$ cat src/rtl/dac_cfg_sequencer_pkg.sv
`default_nettype none
// ============================================================================
// dac_cfg_sequencer_pkg
// Shared FSM encoding and default sizing for the DAC configuration sequencer.
// Revision: 1.0
// ============================================================================
package dac_cfg_sequencer_pkg;

    localparam int c_default_data_width = 32;
    localparam int c_default_depth      = 16;
    localparam int c_default_gap_cycles = 8;

    typedef enum logic [1:0] {
        ST_IDLE   = 2'd0,
        ST_SEND   = 2'd1,
        ST_GAP    = 2'd2,
        ST_FINISH = 2'd3
    } seq_state_t;

endpackage
`default_nettype wire

$ cat src/rtl/dac_cfg_table.sv
`default_nettype none
// ============================================================================
// dac_cfg_table
// DEPTH x DATA_WIDTH command table: one write port, one registered read port.
// Revision: 1.0
// ============================================================================
module dac_cfg_table #(
    parameter int DATA_WIDTH = 32,
    parameter int DEPTH      = 16,
    parameter int ADDR_W     = 4
) (
    input  logic                  clk,
    input  logic                  rst_n,
    input  logic                  i_wr_en,
    input  logic [ADDR_W-1:0]     i_wr_addr,
    input  logic [DATA_WIDTH-1:0] i_wr_data,
    input  logic                  i_rd_en,
    input  logic [ADDR_W-1:0]     i_rd_addr,
    output logic [DATA_WIDTH-1:0] o_rd_data
);

    logic [DATA_WIDTH-1:0] r_mem [DEPTH];
    logic [DATA_WIDTH-1:0] r_rd_data;

    always_ff @(posedge clk or negedge rst_n) begin
        if (!rst_n) begin
            for (int i = 0; i < DEPTH; i++) begin
                r_mem[i] <= '0;
            end
        end else if (i_wr_en) begin
            r_mem[i_wr_addr] <= i_wr_data;
        end
    end

    // The read register doubles as the word holding register toward the SPI master.
    always_ff @(posedge clk or negedge rst_n) begin
        if (!rst_n) begin
            r_rd_data <= '0;
        end else if (i_rd_en) begin
            r_rd_data <= r_mem[i_rd_addr];
        end
    end

    assign o_rd_data = r_rd_data;

endmodule
`default_nettype wire

$ cat src/rtl/dac_cfg_sequencer.sv
`default_nettype none
// ============================================================================
// dac_cfg_sequencer
// Streams table entries 0..N-1 to the DAC SPI master with a fixed idle gap.
// Revision: 1.0
// ============================================================================
module dac_cfg_sequencer
    import dac_cfg_sequencer_pkg::*;
#(
    parameter int DATA_WIDTH = c_default_data_width,
    parameter int DEPTH      = c_default_depth,
    parameter int ADDR_W     = 4,
    parameter int GAP_CYCLES = c_default_gap_cycles
) (
    input  logic                  dac_clk,
    input  logic                  rst_n,
    input  logic                  cfg_wr_en_i,
    input  logic [ADDR_W-1:0]     cfg_wr_addr_i,
    input  logic [DATA_WIDTH-1:0] cfg_wr_data_i,
    input  logic [ADDR_W:0]       num_words_i,
    input  logic                  start_i,
    input  logic                  abort_i,
    output logic [DATA_WIDTH-1:0] sdo_data_o,
    output logic                  sdo_valid_o,
    input  logic                  sdo_ready_i,
    output logic                  busy_o,
    output logic                  done_o,
    output logic                  aborted_o,
    output logic                  wr_err_o,
    output logic [ADDR_W:0]       words_sent_o
);

    localparam logic [ADDR_W:0] c_depth = (ADDR_W+1)'(DEPTH);
    localparam logic [7:0]      c_gap   = 8'(GAP_CYCLES);

    seq_state_t      r_state;
    logic [ADDR_W:0] r_num;
    logic [ADDR_W:0] r_index;
    logic [ADDR_W:0] r_words_sent;
    logic [7:0]      r_gap_cnt;
    logic            r_valid;
    logic            r_busy;
    logic            r_done;
    logic            r_aborted;
    logic            r_wr_err;

    logic [ADDR_W:0]   w_num_capped;
    logic              w_xfer;
    logic              w_more;
    logic              w_gap_end;
    logic              w_tbl_wr_en;
    logic              w_rd_en;
    logic [ADDR_W-1:0] w_rd_addr;

    assign w_num_capped = (num_words_i > c_depth) ? c_depth : num_words_i;
    assign w_xfer       = r_valid & sdo_ready_i;
    assign w_more       = (r_index < r_num);
    assign w_gap_end    = (r_gap_cnt == 8'd1);
    assign w_tbl_wr_en  = cfg_wr_en_i & (r_state == ST_IDLE);

    // Fetch the next word on the same edge that raises valid, so data and valid align.
    assign w_rd_en   = ((r_state == ST_IDLE) & start_i & (w_num_capped != '0))
                     | ((r_state == ST_GAP) & ~abort_i & w_gap_end & w_more);
    assign w_rd_addr = (r_state == ST_IDLE) ? '0 : r_index[ADDR_W-1:0];

    dac_cfg_table #(
        .DATA_WIDTH (DATA_WIDTH),
        .DEPTH      (DEPTH),
        .ADDR_W     (ADDR_W)
    ) u_table (
        .clk       (dac_clk),
        .rst_n     (rst_n),
        .i_wr_en   (w_tbl_wr_en),
        .i_wr_addr (cfg_wr_addr_i),
        .i_wr_data (cfg_wr_data_i),
        .i_rd_en   (w_rd_en),
        .i_rd_addr (w_rd_addr),
        .o_rd_data (sdo_data_o)
    );

    always_ff @(posedge dac_clk or negedge rst_n) begin
        if (!rst_n) begin
            r_state      <= ST_IDLE;
            r_num        <= '0;
            r_index      <= '0;
            r_words_sent <= '0;
            r_gap_cnt    <= '0;
            r_valid      <= 1'b0;
            r_busy       <= 1'b0;
            r_done       <= 1'b0;
            r_aborted    <= 1'b0;
            r_wr_err     <= 1'b0;
        end else begin
            r_done    <= 1'b0;
            r_aborted <= 1'b0;
            r_wr_err  <= cfg_wr_en_i & (r_state != ST_IDLE);
            case (r_state)
                ST_IDLE: begin
                    if (start_i) begin
                        r_num        <= w_num_capped;
                        r_index      <= '0;
                        r_words_sent <= '0;
                        r_busy       <= 1'b1;
                        if (w_num_capped != '0) begin
                            r_state <= ST_SEND;
                            r_valid <= 1'b1;
                        end else begin
                            r_state <= ST_FINISH;
                            r_done  <= 1'b1;
                        end
                    end
                end
                ST_SEND: begin
                    // Abort takes priority over a coincident handshake.
                    if (abort_i) begin
                        r_state   <= ST_IDLE;
                        r_valid   <= 1'b0;
                        r_busy    <= 1'b0;
                        r_aborted <= 1'b1;
                    end else if (w_xfer) begin
                        r_index      <= r_index + 1'b1;
                        r_words_sent <= r_words_sent + 1'b1;
                        r_gap_cnt    <= c_gap;
                        r_valid      <= 1'b0;
                        r_state      <= ST_GAP;
                    end
                end
                ST_GAP: begin
                    if (abort_i) begin
                        r_state   <= ST_IDLE;
                        r_busy    <= 1'b0;
                        r_aborted <= 1'b1;
                    end else if (w_gap_end) begin
                        if (w_more) begin
                            r_state <= ST_SEND;
                            r_valid <= 1'b1;
                        end else begin
                            r_state <= ST_FINISH;
                            r_done  <= 1'b1;
                        end
                    end else begin
                        r_gap_cnt <= r_gap_cnt - 8'd1;
                    end
                end
                ST_FINISH: begin
                    r_state <= ST_IDLE;
                    r_busy  <= 1'b0;
                end
                default: begin
                    r_state <= ST_IDLE;
                    r_valid <= 1'b0;
                    r_busy  <= 1'b0;
                end
            endcase
        end
    end

    assign sdo_valid_o  = r_valid;
    assign busy_o       = r_busy;
    assign done_o       = r_done;
    assign aborted_o    = r_aborted;
    assign wr_err_o     = r_wr_err;
    assign words_sent_o = r_words_sent;

endmodule
`default_nettype wire

$ cat config.mk
export PLATFORM = sky130hd
export DESIGN_NAME = dac_cfg_sequencer
export DESIGN_NICKNAME = d
export VERILOG_FILES = /design/src/rtl/dac_cfg_sequencer_pkg.sv /design/src/rtl/dac_cfg_table.sv /design/src/rtl/dac_cfg_sequencer.sv
export SDC_FILE = /design/constraint.sdc
export NUM_CORES = 1
export LEC_CHECK = 0
export ABC_AREA = 1
export CAP_MARGIN = 20
export CORE_UTILIZATION = 38
export CTS_CLUSTER_DIAMETER = 40
export CTS_CLUSTER_SIZE = 24
export DETAILED_ROUTE_END_ITERATION = 10
export SYNTH_ARGS = -nofsm -noshare
export SYNTH_HDL_FRONTEND = slang
export SYNTH_SLANG_ARGS = --single-unit
$ cat constraint.sdc
create_clock -name dac_clk -period 4.5 [get_ports dac_clk]
set_input_delay 0.9 -clock dac_clk [delete_from_list [all_inputs] [get_ports dac_clk]]
set_output_delay 0.9 -clock dac_clk [all_outputs]
set_load 0.05 [all_outputs]
==> run metrics <==
max-cap viol count=0; Max Clock Skew=0.03647 ns; DP Area=29540 um2; ANT nets after route=0; arrival time of the worst setup path=3.95 ns; Synth area leaders=dfrtp_1, nand2_1, nand3_1, inv_1, o21ai_1; HPWL Detailed=42170 um; DR WL/cell=16.96 um; Static Leak=16.50 nW; PwrDens=779.8 nW/um2; Fin Setup TNS=0 ns; Hold Crit Class=input pin to asynchronous set/reset pin; reg2reg end=u_table.r_mem[146]$_DFFE_PN0P_; Initial Util=38.68%; CP top delay family=simple AND/OR/NAND/NOR gates; Post-CTS Resized=0; CTS tree=done; WS Path Type=flip-flop to flip-flop; post-route cell area=33180 um2; VDD IR max=0.6465 mV; final setup violating endpoints=0; worst slew pin tran=1.089 ns; most instantiated cells after synthesis=nand2_1, inv_1, dfrtp_1, nand3_1, o21ai_1; Post-synth EDFFs=0; # rows=98; area leader, netlist=dfrtp_1; Max stage delay on crit path=0.75 ns; clock latency on the worst-skew pair=0.66 ns; core area=72100 um2; Worst Setup SP=r_state[0]$_DFFE_PN0P_; CTS Buf Count=102; vias in the first global route=22390; RSZ-0062 raised after global routing=false; critical path's most frequent cell=nand2_1; grt total ovfl=0; CP Launch Type=flip-flop; Clock Sinks=574; power after layout=25.88 mW; register area share after synthesis=51.51%; Total Wirelength=80270 um; CP endpoint kind=flip-flop; Crit Path Max Fanout=42; Residual DRC=0; GPL Wtd Cong=0.7905; initial drt markers=2152; number of library cell types mapped by synthesis=30; Mapped Nets=3773; synthesis-to-finish area growth=19.00%; top-count cell post-synth=nand2_1; first-pass GRT wire length=129100 um; Synth Flop Type=dfrtp_1; buffer depth of the longest clock path=3; hold buffers post-CTS=0; Mean Syn Cell Area=7.508 um2; Clock Pin Slew Worst Setup and Hold Paths=0.05 ns; Die Wd=272.9 um; largest net degree at the start of global routing=129; status=completed; buffers added on ports=88; worst path bufs/invs=3; Total GRT Usage=22.09%; crit path time final=3.456 ns; Syn Inst Count=3714; Synth top area share=51.51%; height of the die=272.9 um; reg-to-reg setup timing slack=1.04 ns; CP max stage cell=nand4_4; CP Data Required Time=4.99 ns; Worst slew margin=27.32%; nets=3755; via count=23500; CP cell instances=inv_1 > ha_1 > nand2_1 > inv_2 > nand4_4 > buf_4 > nand2_1 > o21ai_1; Cell Area, Synth=27890 um2; Seq cells post-synth=574; H-Tree Depth=3; initial antenna violation count=2; post-CTS setup buffers=0; Die ar.=74470 um2; reg-to-reg startpoint=r_state[0]$_DFFE_PN0P_; share of cells above drive strength 1=6.928%; final slew viol count=0; final worst path period share=76.80%; Reg2Reg Depth=8; DRT Pass-1 Iters=5; asr flop ratio synth=100.0%; Synth Warn #=0; Peak Freq=289.4 MHz; vias per cell=4.964; Fin. Hold Viols=0; I/O pins=89; clock root buffer=clkbuf_16
[where the power goes]
group | internal (mW) | switching (mW) | total, mW
Sequential | 7.54 | 1.25 | 8.79
Combinational | 3.21 | 5.81 | 9.02
Clock | 5.21 | 2.85 | 8.06
[cell usage in the layout (no fill, tap or decap), types with 3 or more instances in the layout]
master / instances
clkbuf_8: 10
nor2_4: 3
bufinv_16: 14
nand4_1: 6
a21oi_1: 8
clkbuf_16: 103
nor3_1: 5
nand2_4: 10
inv_1: 582
nand3_1: 557
nand2_2: 5
buf_12: 15
clkdlybuf4s50_1: 87
xor2_1: 3
clkinv_2: 18
clkbuf_1: 7
nand2_1: 1104
inv_16: 3
inv_2: 7
clkinvlp_4: 16
dfrtp_1: 573
o21ai_0: 114
o21ai_1: 420
nor2_1: 33
nand3_4: 3
nor3b_1: 3
inv_6: 8
clkinv_4: 8
ha_1: 12
buf_4: 27
[per-layer routing]
layer / GRT usage (%) / routed length [um] / up-vias
li1: - / - / 11630
met2: 34.42 / 36100 / 536
met3: 3.436 / 4298 / 106
met4: 7.392 / 1807 / 2
met1: 31.27 / 38050 / 11220
met5: 0 / 12 / -
[how the worst max path moves through the flow]
stage	depth (start not counted)	to
after floorplan	7	u_table.r_mem[375]$_DFFE_PN0P_
after global placement	7	u_table.r_mem[131]$_DFFE_PN0P_
after detailed placement	7	u_table.r_mem[132]$_DFFE_PN0P_
after CTS	8	u_table.r_mem[146]$_DFFE_PN0P_
after global routing	8	u_table.r_mem[146]$_DFFE_PN0P_
final	8	u_table.r_mem[146]$_DFFE_PN0P_
[kinds of logic after synthesis]
kind of cell | after synthesis | synth area share [%]
buffers and inverters | 843 | 11.89
AND/OR/NAND/NOR | 1735 | 26.10
flip-flops | 574 | 51.51
adder cells (fa/ha/maj) | 12 | 0.5384
AO/OA/AOI/OAI | 546 | 9.831
multiplexers | 1 | 0.03590
XOR/XNOR | 3 | 0.09424
[layout make-up]
cell class | instances | area, um2
Antenna cell | 1 | 2.502
Clock buffer | 120 | 2741
Sequential cell | 574 | 14370
Inverter | 591 | 2223
Clock inverter | 70 | 902.1
Multi-Input combinational cell | 2297 | 10370
Tap cell | 950 | 1189
Timing Repair Buffer | 130 | 1389
Fill cell | 7210 | 38910
[sequential cells by signal, summed over array words and instances (netlist names), 2 cells and up]
signal and count:
words_sent_o 5, r_num 5, r_state 2, u_table.o_rd_data 32
u_table.r_mem 512, r_index 5, r_gap_cnt 8
[through the flow]
step | setup slack, ns | utilization [%] | hold slack [ns] | instances
6_report | 1.044 | 46.03 | 0.2444 | 4733
5_1_grt | 0.8703 | 46.02 | 0.2785 | 4732
4_1_cts | 1.074 | 46.02 | 0.2338 | 4732
3_5_place_dp | 0.8749 | 40.97 | 0.4727 | 4542
3_3_place_gp | 0.8942 | 40.97 | 0.4662 | 4542
2_1_floorplan | 2.601 | - | 0.4530 | 3714
Note: power is estimated with default switching activity, not from simulation.
